`src/rtl/serial_adder_mux_pkg.sv`:
```
// ============================================================================
// Module      : serial_adder_mux_pkg
// Description : Shared state encoding for the bit-serial adder/subtractor.
// Revision    : 1.0 - initial release
// ============================================================================
`default_nettype none

package serial_adder_mux_pkg;

  // 2'd3 is unused; the FSM folds it back to ST_IDLE.
  typedef enum logic [1:0] {
    ST_IDLE = 2'd0,
    ST_RUN  = 2'd1,
    ST_DONE = 2'd2
  } state_e;

endpackage : serial_adder_mux_pkg

`default_nettype wire

```
`src/rtl/serial_adder_mux_fa.sv`:
```
// ============================================================================
// Module      : serial_adder_mux_fa
// Description : 1-bit full adder built from 2:1 multiplexers.
// Revision    : 1.0 - initial release
// ============================================================================
`default_nettype none

module serial_adder_mux_fa (
  input  logic a,
  input  logic b,
  input  logic ci,
  output logic s,
  output logic co
);

  logic p;

  // Propagate selects both muxes: sum inverts ci, carry passes ci or generates a.
  assign p  = a ^ b;
  assign s  = p ? ~ci : ci;
  assign co = p ? ci  : a;

endmodule : serial_adder_mux_fa

`default_nettype wire

```
`src/rtl/serial_adder_mux.sv`:
```
// ============================================================================
// Module      : serial_adder_mux
// Description : LSB-first bit-serial adder/subtractor using one full-adder cell.
// Revision    : 1.0 - initial release
// ============================================================================
`default_nettype none

module serial_adder_mux
  import serial_adder_mux_pkg::*;
#(
  parameter  int WIDTH = 8,
  localparam int CNT_W = $clog2(WIDTH)
) (
  input  logic             clk,
  input  logic             rst_n,
  input  logic             start,
  input  logic             sub,
  input  logic [WIDTH-1:0] a,
  input  logic [WIDTH-1:0] b,
  input  logic             cin,
  output logic             ready,
  output logic             done,
  output logic [WIDTH-1:0] sum,
  output logic             cout,
  output logic             overflow
);

  state_e           state_q, state_d;
  logic [WIDTH-1:0] a_q, a_d;
  logic [WIDTH-1:0] b_q, b_d;
  logic [WIDTH-1:0] s_q, s_d;
  logic [CNT_W-1:0] cnt_q, cnt_d;
  logic             carry_q, carry_d;
  logic [WIDTH-1:0] sum_q, sum_d;
  logic             cout_q, cout_d;
  logic             ovf_q, ovf_d;

  logic fa_s;
  logic fa_co;
  logic accept;
  logic last_bit;

  serial_adder_mux_fa u_fa (
    .a  (a_q[0]),
    .b  (b_q[0]),
    .ci (carry_q),
    .s  (fa_s),
    .co (fa_co)
  );

  assign accept   = start && ((state_q == ST_IDLE) || (state_q == ST_DONE));
  assign last_bit = (cnt_q == CNT_W'(WIDTH - 1));

  always_comb begin
    state_d = state_q;
    a_d     = a_q;
    b_d     = b_q;
    s_d     = s_q;
    cnt_d   = cnt_q;
    carry_d = carry_q;
    sum_d   = sum_q;
    cout_d  = cout_q;
    ovf_d   = ovf_q;

    case (state_q)
      ST_IDLE, ST_DONE: begin
        if (accept) begin
          // Subtraction is a + ~b + 1: invert b once here and seed the carry.
          a_d     = a;
          b_d     = sub ? ~b : b;
          carry_d = sub ? 1'b1 : cin;
          cnt_d   = '0;
          state_d = ST_RUN;
        end else begin
          state_d = ST_IDLE;
        end
      end
      ST_RUN: begin
        s_d     = {fa_s, s_q[WIDTH-1:1]};
        a_d     = a_q >> 1;
        b_d     = b_q >> 1;
        carry_d = fa_co;
        cnt_d   = cnt_q + 1'b1;
        if (last_bit) begin
          // carry_q is the carry into the MSB on this edge.
          sum_d   = {fa_s, s_q[WIDTH-1:1]};
          cout_d  = fa_co;
          ovf_d   = carry_q ^ fa_co;
          state_d = ST_DONE;
        end
      end
      default: state_d = ST_IDLE;
    endcase
  end

  always_ff @(posedge clk or negedge rst_n) begin
    if (!rst_n) begin
      state_q <= ST_IDLE;
      a_q     <= '0;
      b_q     <= '0;
      s_q     <= '0;
      cnt_q   <= '0;
      carry_q <= 1'b0;
      sum_q   <= '0;
      cout_q  <= 1'b0;
      ovf_q   <= 1'b0;
    end else begin
      state_q <= state_d;
      a_q     <= a_d;
      b_q     <= b_d;
      s_q     <= s_d;
      cnt_q   <= cnt_d;
      carry_q <= carry_d;
      sum_q   <= sum_d;
      cout_q  <= cout_d;
      ovf_q   <= ovf_d;
    end
  end

  assign ready    = (state_q == ST_IDLE) || (state_q == ST_DONE);
  assign done     = (state_q == ST_DONE);
  assign sum      = sum_q;
  assign cout     = cout_q;
  assign overflow = ovf_q;

endmodule : serial_adder_mux

`default_nettype wire

```
`config.mk`:
```
export PLATFORM = sky130hd
export DESIGN_NAME = serial_adder_mux
export DESIGN_NICKNAME = d
export VERILOG_FILES = /design/src/rtl/serial_adder_mux_pkg.sv /design/src/rtl/serial_adder_mux_fa.sv /design/src/rtl/serial_adder_mux.sv
export SDC_FILE = /design/constraint.sdc
export NUM_CORES = 1
export LEC_CHECK = 0
export BUFFER_PORTS_ARGS = -buffer_cell sky130_fd_sc_hd__buf_2
export CELL_PAD_IN_SITES_DETAIL_PLACEMENT = 1
export CELL_PAD_IN_SITES_GLOBAL_PLACEMENT = 1
export CORE_ASPECT_RATIO = 0.7
export CORE_UTILIZATION = 35
export DETAILED_ROUTE_END_ITERATION = 7
export GPL_TIMING_DRIVEN = 1
export PLACE_DENSITY = 0.69
export SLEW_MARGIN = 30
export SYNTH_ARGS = -nofsm -noshare
export SYNTH_HDL_FRONTEND = slang
export SYNTH_SLANG_ARGS = --single-unit
export TNS_END_PERCENT = 5
```
`constraint.sdc`:
```
create_clock -name clk -period 1.9 [get_ports clk]
set_input_delay 0.095 -clock clk [delete_from_list [all_inputs] [get_ports clk]]
set_output_delay 0.095 -clock clk [all_outputs]
set_load 0.01 [all_outputs]
```
==> flow_summary.ini <==
[pwr]
power.total_w = 0.003403
power.leakage_nw = 1.011
power_density_nw_per_um2 = 1684
peakVddDrop_mv = 0.5954

[floorplan]
initial_core_util_pct = 37.78
die-height_um = 60.34
rows = 20
core_sq_um = 4504
ios = 33
fp.dieW_um = 85.34
dieArea_sq_um = 5149

[global_routing]
grt_pass1_vias = 1256
grtUsageTotal_pct = 16.41
overflow = 0
antenna_found_initial = 0
grt_max_degree = 40
grt_first_pass_wirelength_mm = 6.327

[synthesis]
synth_area_leaders = dfrtp_1, nand2_1, mux2_2
yosysMostFrequentCell = dfrtp_1
yosysSeqAreaShare_pct = 57.35
ys_seq_elements = 39
async_flop_share_pct = 100.0
synth_warnings = 0
yosysTopAreaCellShare_pct = 57.35
synth_cells = 152
yosys-top-cells-count = dfrtp_1, nand2_1, nor2_1
syn-mean-instance-area_sq_um = 11.19
netlist_area_sq_um = 1702
synth_edf_count = 0
synth_largest_area_cell = dfrtp_1
syn-num-nets = 175
dominantRegCellSynth = dfrtp_1
synth_cell_types = 25

[route]
drt_iter0_drc = 44
drt-total-wl_mm = 3.643
vias = 1213
antenna_left = 0
drt-pass1-iter-count = 4
routed_via_density = 5.033
drcViolationCount = 0
wl_per_cell_um = 15.12

[cts]
ctsResizeCount = 0
cts_root_buf = clkbuf_8
tritoncts = built
clockBufferDepth = 2
clkTransAtPathRegs_ns = 0.08
clkSinkCount = 39
htreeDepth = 2
clock_latency_ns = 0.29
cts_buffers = 5

[finish]
nets = 208
n_fill_cell = 505
multiInputGateArea_sq_um = 648.1
area_growth_pct = 18.75
drive_gt1_share_pct = 28.49
diodes = 0
finalNonFillerCells = 241
seq_area_sq_um = 975.9

[placement]
post-dp-hpwl_mm = 2.652
dpl.cell_count = 232
place.gp.congestion = 0.7305
port_buffers = 32

[sta]
slew_violations = 0
hold_viol = 0
hold_slack_ns = 0.01834
rsz0062_at_grt = false
maxSlewHeadroom_pct = 55.96
period_share_pct = 84.26
period_minus_slack_ns = 1.601
skew_ns = 0.003956
tightest_slew_ns = 0.6605
fmax_mhz = 624.7
setup_tns_ns = 0
finalSetupViolations = 0

[setup_path]
path_cells = and2b_1 -> nor2_2 -> a221o_1
critical_path.endpoint_type = flop
required_ns = 2.08
worstSetupStartpointType = flop
slowest_stage = dfrtp_1
cp.arrival_ns = 1.78
max_stage_delay_ns = 0.45
crit_fanout = 13
critical_path_class = flop to flop

[job]
max_cap_violations = 0

[run_status]
status = completed

[min_path]
holdCritPathClass = input port to flop
-- metal layers --
layer	global-route usage, %	part of all wire, %
met2	26.38	46
met3	4.490	4.1
met5	0	0
met1	21.70	48
met4	6.429	1.5
-- state kept, by name (all words and copies together) (netlist names) --
signal,count
overflow,1
cout,1
carry_q,1
a_q,8
b_q,8
sum,8
s_q,7
state_q,2
cnt_q,3
-- critical path: cells and delay by family, from the launching register on --
family	cells	cell delay, ns
compound gates	1	0.39
flops	1	0.45
simple gates	2	0.64
-- power by group --
group | switching (W) | internal (W) | leakage (nW)
clock network | 0.000288 | 0.000425 | 0.0612
registers | 0.000260 | 0.00121 | 0.489
logic | 0.000657 | 0.000559 | 0.460
total | 0.00120 | 0.00220 | 1.01
-- worst paths after layout --
kind | startpoint | endpoint | slack [ns] | depth (start not counted)
max in group asynchronous | rst_n | cnt_q[2] | 1.24 | 2
setup / recovery | state_q[0] | carry_q | 0.30 | 3
min in group asynchronous | rst_n | sum[7] | 0.31 | 2
hold reg to reg | overflow | overflow | 0.48 | 2
hold / removal | a[6] | a_q[6] | 0.02 | 3
setup reg to reg | state_q[0] | carry_q | 0.30 | 3
-- cells by family after synthesis --
logic type,share of synthesized area (%)
simple gates,13.97
fa+ha+maj,2.059
compound gates,11.62
mux,5.294
buf+inv,4.559
flops,57.35
xor+xnor,5.147
-- cell type report --
cell class,instances,area share [%]
tap,55,3.406
sequential,39,48.30
multi-input combinational,100,32.07
inverter,2,0.3715
clock inverter,2,1.734
clock buffer,6,4.087
timing repair buffer,37,10.03
-- per-stage QoR --
stage | setup WS [ns] | area [sq um] | utilization, %
3_3_place_gp | 0.3701 | 1891 | 41.97
6_report | 0.2991 | 2021 | 44.86
4_1_cts | 0.3004 | 2018 | 44.81
5_1_grt | 0.1853 | 2021 | 44.86
3_5_place_dp | 0.3157 | 1891 | 41.97
2_1_floorplan | 0.3480 | 1702 | -
-- what timing repair did --
item / in CTS / in global routing
setup buffers: 0 / 0
hold endpoints to repair: 39 / 0
hold buffers: 1 / 0
-- cell usage in the layout (no fill, tap or decap) --
master,instances
dfrtp_1,39
buf_2,31
nand2_1,28
nor2_1,10
nand3_1,8
xnor2_1,8
a221o_1,8
mux2_2,8
a22oi_1,7
clkbuf_8,6
o21ai_0,5
buf_4,5
a22o_1,4
nor2b_1,2
inv_1,2
nand2b_1,2
xor2_1,2
ha_1,2
and2b_1,1
nor2_2,1
nand3b_1,1
maj3_1,1
and3b_1,1
a21oi_1,1
clkinv_2,1
bufinv_16,1
dlygate4sd3_1,1
Power figures use the tool's default switching activity.
